**src/rtl/shift_if.sv**
```systemverilog
// Handshake and operand/result bundle between a shift requester and shift_controller.
interface shift_if #(
   parameter int DATA_WIDTH = 32
);
   logic                  start;
   logic                  ready;
   logic [1:0]            shiftType;
   logic [7:0]            shiftAmt;
   logic [DATA_WIDTH-1:0] rmData;
   logic                  carryIn;
   logic [DATA_WIDTH-1:0] result;
   logic                  carryOut;
   logic                  done;

   modport master (
      output start, shiftType, shiftAmt, rmData, carryIn,
      input  ready, result, carryOut, done
   );

   modport slave (
      input  start, shiftType, shiftAmt, rmData, carryIn,
      output ready, result, carryOut, done
   );
endinterface

```
**src/rtl/shift_controller.sv**
```systemverilog
// Multi-cycle barrel-shift replacement: performs an LSL/LSR/ASR/ROR one bit per cycle
// with ARM-style register-specified amount and carry-out semantics.
module shift_controller #(
   parameter int DATA_WIDTH = 32
) (
   input logic    clk,
   input logic    reset,
   shift_if.slave bus
);

   typedef enum logic [1:0] {
      IDLE  = 2'd0,
      SHIFT = 2'd1,
      DONE  = 2'd2
   } state_t;

   state_t                state, state_n;
   logic [5:0]            count, count_n;
   logic [DATA_WIDTH-1:0] work, work_n;
   logic                  carry, carry_n;
   logic [1:0]            type_q, type_n;
   logic                  zero_q, zero_n;
   logic                  done_q, ready_q;

   always_comb begin
      state_n = state;
      count_n = count;
      work_n  = work;
      carry_n = carry;
      type_n  = type_q;
      zero_n  = zero_q;
      case (state)
         IDLE: begin
            if (bus.start) begin
               type_n = bus.shiftType;
               work_n = bus.rmData;
               zero_n = 1'b0;
               if (bus.shiftAmt == 8'd0) begin
                  carry_n = bus.carryIn;
                  state_n = DONE;
               end else if (bus.shiftType == 2'b11 && bus.shiftAmt[4:0] == 5'd0) begin
                  carry_n = bus.rmData[DATA_WIDTH-1];
                  state_n = DONE;
               end else begin
                  if (bus.shiftType == 2'b11)
                     count_n = {1'b0, bus.shiftAmt[4:0]};
                  else if (bus.shiftAmt > 8'd32)
                     count_n = 6'd32;
                  else
                     count_n = bus.shiftAmt[5:0];
                  // Logical shifts past 32 still run 32 steps; only the final carry differs.
                  zero_n  = (bus.shiftType[1] == 1'b0) && (bus.shiftAmt > 8'd32);
                  state_n = SHIFT;
               end
            end
         end
         SHIFT: begin
            case (type_q)
               2'b00: begin
                  carry_n = work[DATA_WIDTH-1];
                  work_n  = {work[DATA_WIDTH-2:0], 1'b0};
               end
               2'b01: begin
                  carry_n = work[0];
                  work_n  = {1'b0, work[DATA_WIDTH-1:1]};
               end
               2'b10: begin
                  carry_n = work[0];
                  work_n  = {work[DATA_WIDTH-1], work[DATA_WIDTH-1:1]};
               end
               default: begin
                  carry_n = work[0];
                  work_n  = {work[0], work[DATA_WIDTH-1:1]};
               end
            endcase
            count_n = count - 6'd1;
            if (count == 6'd1) begin
               state_n = DONE;
               if (zero_q)
                  carry_n = 1'b0;
            end
         end
         DONE: state_n = IDLE;
         default: state_n = IDLE;
      endcase
   end

   always_ff @(posedge clk) begin
      if (reset) begin
         state   <= IDLE;
         count   <= '0;
         work    <= '0;
         carry   <= 1'b0;
         type_q  <= '0;
         zero_q  <= 1'b0;
         done_q  <= 1'b0;
         ready_q <= 1'b1;
      end else begin
         state   <= state_n;
         count   <= count_n;
         work    <= work_n;
         carry   <= carry_n;
         type_q  <= type_n;
         zero_q  <= zero_n;
         done_q  <= (state_n == DONE);
         ready_q <= (state_n == IDLE);
      end
   end

   assign bus.result   = work;
   assign bus.carryOut = carry;
   assign bus.done     = done_q;
   assign bus.ready    = ready_q;

endmodule

```
**src/flat_wrapper.sv**
```systemverilog
// flat-port wrapper written by rule: the top's interface ports become plain ports
module shift_controller_flat 
#(
   parameter int DATA_WIDTH = 32
)
  (clk, reset, bus_start, bus_shiftType, bus_shiftAmt, bus_rmData, bus_carryIn, bus_ready, bus_result, bus_carryOut, bus_done);
  shift_if #(.DATA_WIDTH(DATA_WIDTH)) bus_i ();
  input logic clk;
  input logic reset;
  input wire logic [$bits(bus_i.start)-1:0] bus_start;
  input wire logic [$bits(bus_i.shiftType)-1:0] bus_shiftType;
  input wire logic [$bits(bus_i.shiftAmt)-1:0] bus_shiftAmt;
  input wire logic [$bits(bus_i.rmData)-1:0] bus_rmData;
  input wire logic [$bits(bus_i.carryIn)-1:0] bus_carryIn;
  output wire logic [$bits(bus_i.ready)-1:0] bus_ready;
  output wire logic [$bits(bus_i.result)-1:0] bus_result;
  output wire logic [$bits(bus_i.carryOut)-1:0] bus_carryOut;
  output wire logic [$bits(bus_i.done)-1:0] bus_done;
  assign bus_i.start = bus_start;
  assign bus_i.shiftType = bus_shiftType;
  assign bus_i.shiftAmt = bus_shiftAmt;
  assign bus_i.rmData = bus_rmData;
  assign bus_i.carryIn = bus_carryIn;
  assign bus_ready = bus_i.ready;
  assign bus_result = bus_i.result;
  assign bus_carryOut = bus_i.carryOut;
  assign bus_done = bus_i.done;
  shift_controller #(.DATA_WIDTH(DATA_WIDTH)) u_core (.clk(clk), .reset(reset), .bus(bus_i));
endmodule
```
**config.mk**
```make
export PLATFORM = sky130hd
export DESIGN_NAME = shift_controller_flat
export DESIGN_NICKNAME = d
export VERILOG_FILES = /design/src/rtl/shift_if.sv /design/src/rtl/shift_controller.sv /design/src/flat_wrapper.sv
export SDC_FILE = /design/constraint.sdc
export NUM_CORES = 1
export LEC_CHECK = 0
export BUFFER_PORTS_ARGS = -buffer_cell sky130_fd_sc_hd__buf_2
export CORE_ASPECT_RATIO = 1.2
export CORE_UTILIZATION = 45
export CTS_CLUSTER_SIZE = 10
export DETAILED_ROUTE_END_ITERATION = 8
export GPL_TIMING_DRIVEN = 0
export PLACE_DENSITY = 0.73
export SYNTH_ARGS = -nofsm -noshare
export SYNTH_HDL_FRONTEND = slang
export SYNTH_SLANG_ARGS = --single-unit
```
**constraint.sdc**
```tcl
create_clock -name clk -period 3.12 [get_ports clk]
set_clock_uncertainty 0.2 [all_clocks]
set_input_delay 0.156 -clock clk [delete_from_list [all_inputs] [get_ports clk]]
set_output_delay 0.156 -clock clk [all_outputs]
set_load 0.1 [all_outputs]
```
Word-level counts from Yosys, hierarchy flattened

Index checks and enable logic that the tools add are counted.

Bits in registers: 46
Latch bits: 0
Bits in writable memories: 0
Bits in read-only memories: 0
Input port bits: 46
Output and inout bits: 35
Memories kept: 0

Add/sub/neg operators: 1
Multipliers: 0
Divide/modulo/power cells: 0
Order comparisons: 1
Equal/unequal tests: 11
Shifts and indexed selects: 0
Muxes and demuxes: 23
Bitwise gates (word level): 1
Reduce and logical (&&, ||, !) cells: 13

Operator list:

| operator                                                       | count |
|---|---|
| one-hot mux 32 bit (3 select lines)                            | 1 |
| one-hot mux 32 bit (2 select lines)                            | 1 |
| two-way mux 32 bit                                             | 1 |
| two-way mux 6 bit                                              | 5 |
| one-hot mux 6 bit (2 select lines)                             | 1 |
| greater-than comparator 8 x 6 -> 1 bit (second input constant) | 1 |
| logical NOT 8 bit                                              | 1 |
| two-way mux 1 bit                                              | 8 |
| two-way mux 2 bit                                              | 4 |
| inequality test 2 bit (second input constant)                  | 4 |
| == test 2 bit (second input constant)                          | 3 |
| == test 6 x 1 -> 1 bit (second input constant)                 | 1 |
| logical NOT 2 bit                                              | 3 |
| AND reduction 3 bit                                            | 2 |
| subtractor 6 x 1 -> 6 bit (second input constant)              | 1 |
| logical NOT 5 bit                                              | 1 |
| == test 2 x 1 -> 1 bit (second input constant)                 | 2 |
| one-hot mux 2 bit (2 select lines)                             | 1 |
| AND reduction 2 bit                                            | 2 |
| AND reduction 4 bit                                            | 1 |
| inequality test 3 x 1 -> 1 bit (second input constant)         | 1 |
| logical AND 1 bit                                              | 2 |
| one-hot mux 1 bit (2 select lines)                             | 1 |
| nonzero test 2 bit                                             | 1 |
| NOT 1 bit                                                      | 1 |

Depth between registers and ports, before layout

Word-level depth: 7
Gate-level depth with buffers: 7
Mapped depth without buffers: 5

Worst setup path after synthesis

Ideal clock, no wire load.

Path type: register to register
Start point: register u_core.work[0] (netlist: u_core.bus.result[0])
End point: register u_core.carry (netlist: u_core.bus.carryOut)
Setup time: 60 ps
Arrival: 1,615 ps
Data required time: 2,860 ps
Path slack: 1,245 ps
Cell stages (with the launch flop): 4
Buffers on the path: 0
Clock period less this slack: 1,875 ps
Cells stage by stage: dfxtp_1 -> mux2i_1 -> a2111oi_0 -> a31o_1

Word-level cells in the longest chain between the ends: 4

RTL lines:

| item                                 | line                    | RTL |
|---|---|---|
| start, declared                      | shift_controller.sv:19  | `logic [DATA_WIDTH-1:0] work, work_n;` |
| start signal, assigned               | shift_controller.sv:101 | `work <= work_n;` |
| two-way mux 1 bit *                  | shift_controller.sv:58  | `case (type_q)` |
| two-way mux 1 bit                    | shift_controller.sv:79  | `if (zero_q)` |
| two-way mux 1 bit *                  | shift_controller.sv:77  | `if (count == 6'd1) begin` |
| one-hot mux 1 bit (2 select lines) * | shift_controller.sv:32  | `case (state)` |
| end signal, assigned                 | shift_controller.sv:102 | `carry <= carry_n;` |
| end, declared                        | shift_controller.sv:20  | `logic carry, carry_n;` |

Every way passes the cells marked *; elsewhere a longest branch is shown, timed or not.
A chain may end at the register's enable or synchronous reset.

Final worst setup path

Start point: register u_core.state[0]
End point: register u_core.work[0] (netlist: u_core.bus.result[0])

Word-level cells in the longest chain between the ends: 3
Elaborated cells on any way between the ends: 6
Classes of those cells: eq/ne (2); mux (1); reduce/logical (3)

RTL lines:

| item                                                                  | line                   | RTL |
|---|---|---|
| start, declared                                                       | shift_controller.sv:17 | `state_t state, state_n;` |
| start signal, assigned                                                | shift_controller.sv:99 | `state <= state_n;` |
| == test 2 x 1 -> 1 bit or logical NOT 2 bit (tied branches)           | shift_controller.sv:32 |  |
| nonzero test 2 bit (no line) or inequality test 2 bit (tied branches) | n/a                    |  |
| AND reduction 2 bit (no line)                                         | n/a                    |  |

Parallel ways exist; a longest one is shown, timed or not.

==> impl_metrics.prom <==
# TYPE chip_impl_metric gauge
chip_impl_info{name="result_of_the_run",value="finished with violations"} 1
chip_impl_info{name="violated_checks",value="hold timing"} 1
chip_impl_metric{name="rows",unit=""} 28
chip_impl_info{name="worstSetupStartpointType",value="register"} 1
chip_impl_metric{name="grt-ovfl-total",unit=""} 0
chip_impl_metric{name="power.density_cell_area",unit="nW/um2"} 614
chip_impl_metric{name="number_of_synthesized_flops_with_an_enable_pin",unit=""} 0
chip_impl_metric{name="initial_core_util",unit="%"} 47.1
chip_impl_metric{name="top_level_ports",unit=""} 81
chip_impl_metric{name="antennaDiodeCount",unit=""} 0
chip_impl_metric{name="postRouteWirelength",unit="mm"} 6.86
chip_impl_metric{name="critical_path.max_fanout",unit=""} 8
chip_impl_metric{name="port_buf_inserts",unit=""} 80
chip_impl_metric{name="nets",unit=""} 420
chip_impl_info{name="critical_path.top_delay_family",value="simple AND/OR/NAND/NOR gates"} 1
chip_impl_info{name="worst-setup-path-type",value="reg2reg"} 1
chip_impl_metric{name="syn_avg_cell_area",unit="um2"} 9.41
chip_impl_metric{name="crit_required",unit="ns"} 3.17
chip_impl_metric{name="hold_fails_final_rpt",unit=""} 1
chip_impl_metric{name="place.gp.congestion",unit=""} 0.812
chip_impl_info{name="cts_root_cell",value="sky130_fd_sc_hd__clkbuf_8"} 1
chip_impl_metric{name="transition_time_at_the_pin_with_the_least_slew_margin",unit="ns"} 0.699
chip_impl_info{name="worstPathCellList",value="nor2_1 > nor2_1 > nor2_1 > a2111oi_0 > dlygate4sd3_1"} 1
chip_impl_metric{name="critical_path_depth",unit=""} 5
chip_impl_metric{name="cts_buffer_count",unit=""} 5
chip_impl_metric{name="synth_seq_cells",unit=""} 46
chip_impl_metric{name="die_width",unit="um"} 67.9
chip_impl_metric{name="cell_area_after_synthesis",unit="um2"} 2340
chip_impl_metric{name="syn_to_final_growth",unit="%"} 40.5
chip_impl_metric{name="reg2regPathDepth",unit=""} 5
chip_impl_metric{name="detail_route.iter0.violations",unit=""} 132
chip_impl_metric{name="dpl.cell_count",unit=""} 389
chip_impl_metric{name="grt_max_degree",unit=""} 14
chip_impl_metric{name="core",unit="um2"} 4970
chip_impl_metric{name="vias",unit=""} 2471
chip_impl_metric{name="timing.max_cap.violations",unit=""} 0
chip_impl_info{name="top_cells_by_area_in_the_synthesized_netlist",value="sky130_fd_sc_hd__dfxtp_1 39%, sky130_fd_sc_hd__mux2i_1 15%, sky130_fd_sc_hd__o221ai_1 11%"} 1
chip_impl_metric{name="h-tree-depth",unit=""} 2
chip_impl_metric{name="timing.max_slew.rel_slack",unit="%"} 53.2
chip_impl_info{name="ys.flop_type",value="sky130_fd_sc_hd__dfxtp_1"} 1
chip_impl_metric{name="post_cts.resized_instances",unit=""} 0
chip_impl_metric{name="worst_hold_path.num_cells",unit=""} 3
chip_impl_metric{name="vias_per_cell",unit=""} 5.72
chip_impl_metric{name="slowest_delay",unit="ns"} 0.61
chip_impl_info{name="synth_commonest_cells",value="46 x sky130_fd_sc_hd__dfxtp_1, 34 x sky130_fd_sc_hd__a21oi_1, 34 x sky130_fd_sc_hd__mux2i_1"} 1
chip_impl_metric{name="die_h",unit="um"} 81.1
chip_impl_metric{name="timing_max_transition_violations_final",unit=""} 0
chip_impl_info{name="rsz0062_at_grt",value="no"} 1
chip_impl_metric{name="total_leakage_power",unit="nW"} 1.52
chip_impl_metric{name="maxClockFrequency",unit="GHz"} 0.410
chip_impl_info{name="hp-class",value="in2reg"} 1
chip_impl_metric{name="ctsLongestPathBuffers",unit=""} 2
chip_impl_metric{name="synth_seq_area_share",unit="%"} 39.3
chip_impl_metric{name="place_hpwl",unit="mm"} 4.48
chip_impl_metric{name="final_instance_count_excl_fillers",unit=""} 432
chip_impl_metric{name="grt_util_all_layers",unit="%"} 25.3
chip_impl_metric{name="final_hold_slack",unit="ns"} -0.00989
chip_impl_metric{name="async_flop_share",unit="%"} 0
chip_impl_metric{name="fin_util",unit="%"} 66.2
chip_impl_metric{name="totalNegativeSetupSlack",unit="ns"} 0
chip_impl_metric{name="peak_supply_drop",unit="mV"} 0.247
chip_impl_metric{name="top_area_cell_type_share_of_the_netlist_area",unit="%"} 39.3
chip_impl_metric{name="vias_in_the_first_global_route",unit=""} 2226
chip_impl_info{name="crit_path_end_kind",value="register"} 1
chip_impl_metric{name="yosysWarnings",unit=""} 0
chip_impl_metric{name="cp_data_arrival_time",unit="ns"} 2.49
chip_impl_metric{name="antenna_violations_before_repair",unit=""} 0
chip_impl_metric{name="synth.net_count",unit=""} 297
chip_impl_metric{name="timing.final.setup_violations",unit=""} 0
chip_impl_metric{name="final_period_minus_worst_setup_slack",unit="ns"} 2.44
chip_impl_metric{name="clk_transition_reported_paths",unit="ns"} 0.09
chip_impl_info{name="slowest_stage",value="sky130_fd_sc_hd__dlygate4sd3_1"} 1
chip_impl_metric{name="placed_cell_areas",unit="um2"} 2820
chip_impl_metric{name="design_area",unit="um2"} 3290
chip_impl_metric{name="wire_length_of_the_first_global_routing_pass",unit="mm"} 10.5
chip_impl_metric{name="worst_case_register_to_register_setup_slack",unit="ns"} 0.68
chip_impl_metric{name="clock_sink_count",unit=""} 46
chip_impl_info{name="critical-path-top-cell-by-count",value="sky130_fd_sc_hd__nor2_1"} 1
chip_impl_info{name="most_area_hungry_cell_type_in_the_yosys_netlist",value="sky130_fd_sc_hd__dfxtp_1"} 1
chip_impl_info{name="synthMostInstantiatedCell",value="sky130_fd_sc_hd__dfxtp_1"} 1
chip_impl_metric{name="routedWlPerCell",unit="um"} 15.9
chip_impl_metric{name="remaining_drc_errors",unit=""} 0
chip_impl_metric{name="netlist-cell-type-count",unit=""} 43
chip_impl_metric{name="cp_num_buf_inv",unit=""} 1
chip_impl_info{name="cts_tree",value="built"} 1
chip_impl_metric{name="final_antenna_net_count",unit=""} 0
chip_impl_metric{name="layout_cell_share_with_drive_strength_beyond_1",unit="%"} 29.3
chip_impl_metric{name="die_area",unit="um2"} 5500
chip_impl_metric{name="detail_route.first_pass.iterations",unit=""} 4
chip_impl_metric{name="synthCells",unit=""} 249
chip_impl_metric{name="fin_crit_sh",unit="%"} 78.1
chip_impl_metric{name="clk_latency",unit="ns"} 0.31
==> final cells by class <==
type                    count  area [um2]
fillers                   427        1680
multi-input cells         176        1310
flip-flops and latches     46         921
repair buffers            116         761
plain buffers              20        88.8
clock buffers               6        82.6
well taps                  60        75.1
clock inverters             1        30.0
inverters                   7        26.3
==> cells by family (layout without fill, tap and decap cells) <==
kind of cell	after synthesis	after routing	synth area share, %
AO/OA/AOI/OAI	96	96	29.7
flip-flops	46	46	39.3
AND/OR/NAND/NOR	44	44	10.5
multiplexers	34	34	14.5
buffers and inverters	27	150	4.91
adder cells (fa/ha/maj)	2	2	1.07
==> where the power goes <==
part	switching, mW	internal (mW)
combinational	0.612	0.218
clock	0.202	0.257
sequential	0.0743	0.657
total	0.888	1.13
==> state kept, by name, summed over array words and instances (netlist names) <==
signal,flops
u_core.bus.carryOut,1
u_core.bus.done,1
u_core.bus.ready,1
u_core.bus.result,32
u_core.count,6
u_core.state,2
u_core.type_q,2
u_core.zero_q,1
==> worst min-delay path, delay by kind of cell <==
| kind | cells | cell delay [ns] |
|---|---|---|
| buffers and inverters | 1 | 0.08 |
| AO/OA/AOI/OAI | 2 | 0.20 |
==> repair_timing <==
| item | in CTS | in global routing |
|---|---|---|
| buffers inserted | 0 | 0 |
| hold buffers | 36 | 0 |
| hold endpoints to repair | 37 | 0 |
==> layer usage <==
metal / vias up / global-route usage [%] / wire length, um
met1: 1169 / 31.1 / 3140
met2: 70 / 43.6 / 3320
met3: 9 / 4.78 / 300
li1: 1223 / - / -
met4: 0 / 7.92 / 106
met5: - / 0 / 0
==> path summary, 6_finish.rpt <==
path | from | to
worst max-delay path | u_core.state[0]$_SDFF_PP0_ | u_core.bus.result[0]$_SDFFE_PP0P_
worst min-delay path | bus_rmData[20] | u_core.bus.result[20]$_SDFFE_PP0P_
worst max register to register | u_core.state[0]$_SDFF_PP0_ | u_core.bus.result[0]$_SDFFE_PP0P_
worst min register to register | u_core.zero_q$_SDFFE_PP0P_ | u_core.zero_q$_SDFFE_PP0P_
==> cells in the final DEF, fill, tap and decap left out, types with 2 or more instances in the layout <==
master,instances
sky130_fd_sc_hd__and3_1,3
sky130_fd_sc_hd__a21oi_1,34
sky130_fd_sc_hd__dlygate4sd3_1,36
sky130_fd_sc_hd__buf_2,91
sky130_fd_sc_hd__clkbuf_8,6
sky130_fd_sc_hd__clkbuf_1,6
sky130_fd_sc_hd__a311oi_1,2
sky130_fd_sc_hd__mux2i_1,34
sky130_fd_sc_hd__or2_2,2
sky130_fd_sc_hd__nor3b_1,3
sky130_fd_sc_hd__nor2_1,15
sky130_fd_sc_hd__ha_1,2
sky130_fd_sc_hd__nand4_1,3
sky130_fd_sc_hd__nor3_1,5
sky130_fd_sc_hd__inv_2,2
sky130_fd_sc_hd__dfxtp_1,46
sky130_fd_sc_hd__o211ai_1,2
sky130_fd_sc_hd__or3_4,2
sky130_fd_sc_hd__nand2_1,3
sky130_fd_sc_hd__o311ai_1,2
sky130_fd_sc_hd__a31oi_1,3
sky130_fd_sc_hd__o21ai_1,2
sky130_fd_sc_hd__or4_1,2
sky130_fd_sc_hd__a31o_1,2
sky130_fd_sc_hd__o21ai_0,6
sky130_fd_sc_hd__nand3_1,2
sky130_fd_sc_hd__inv_1,5
sky130_fd_sc_hd__o221ai_1,30
sky130_fd_sc_hd__a2111oi_0,2
sky130_fd_sc_hd__buf_1,3
==> through the flow <==
| step | hold slack (ns) | setup slack, ns | power (mW) |
|---|---|---|---|
| floorplan | 0.0391 | 1.25 | 1.37 |
| global placement | 0.241 | 1.17 | 1.52 |
| detailed placement | 0.233 | 1.15 | 1.53 |
| CTS | 0.00292 | 0.749 | 2.02 |
| global route | 0.0157 | 0.523 | 2.10 |
| finish | -0.00989 | 0.682 | 2.02 |
Note: power is estimated with default switching activity, not from simulation.
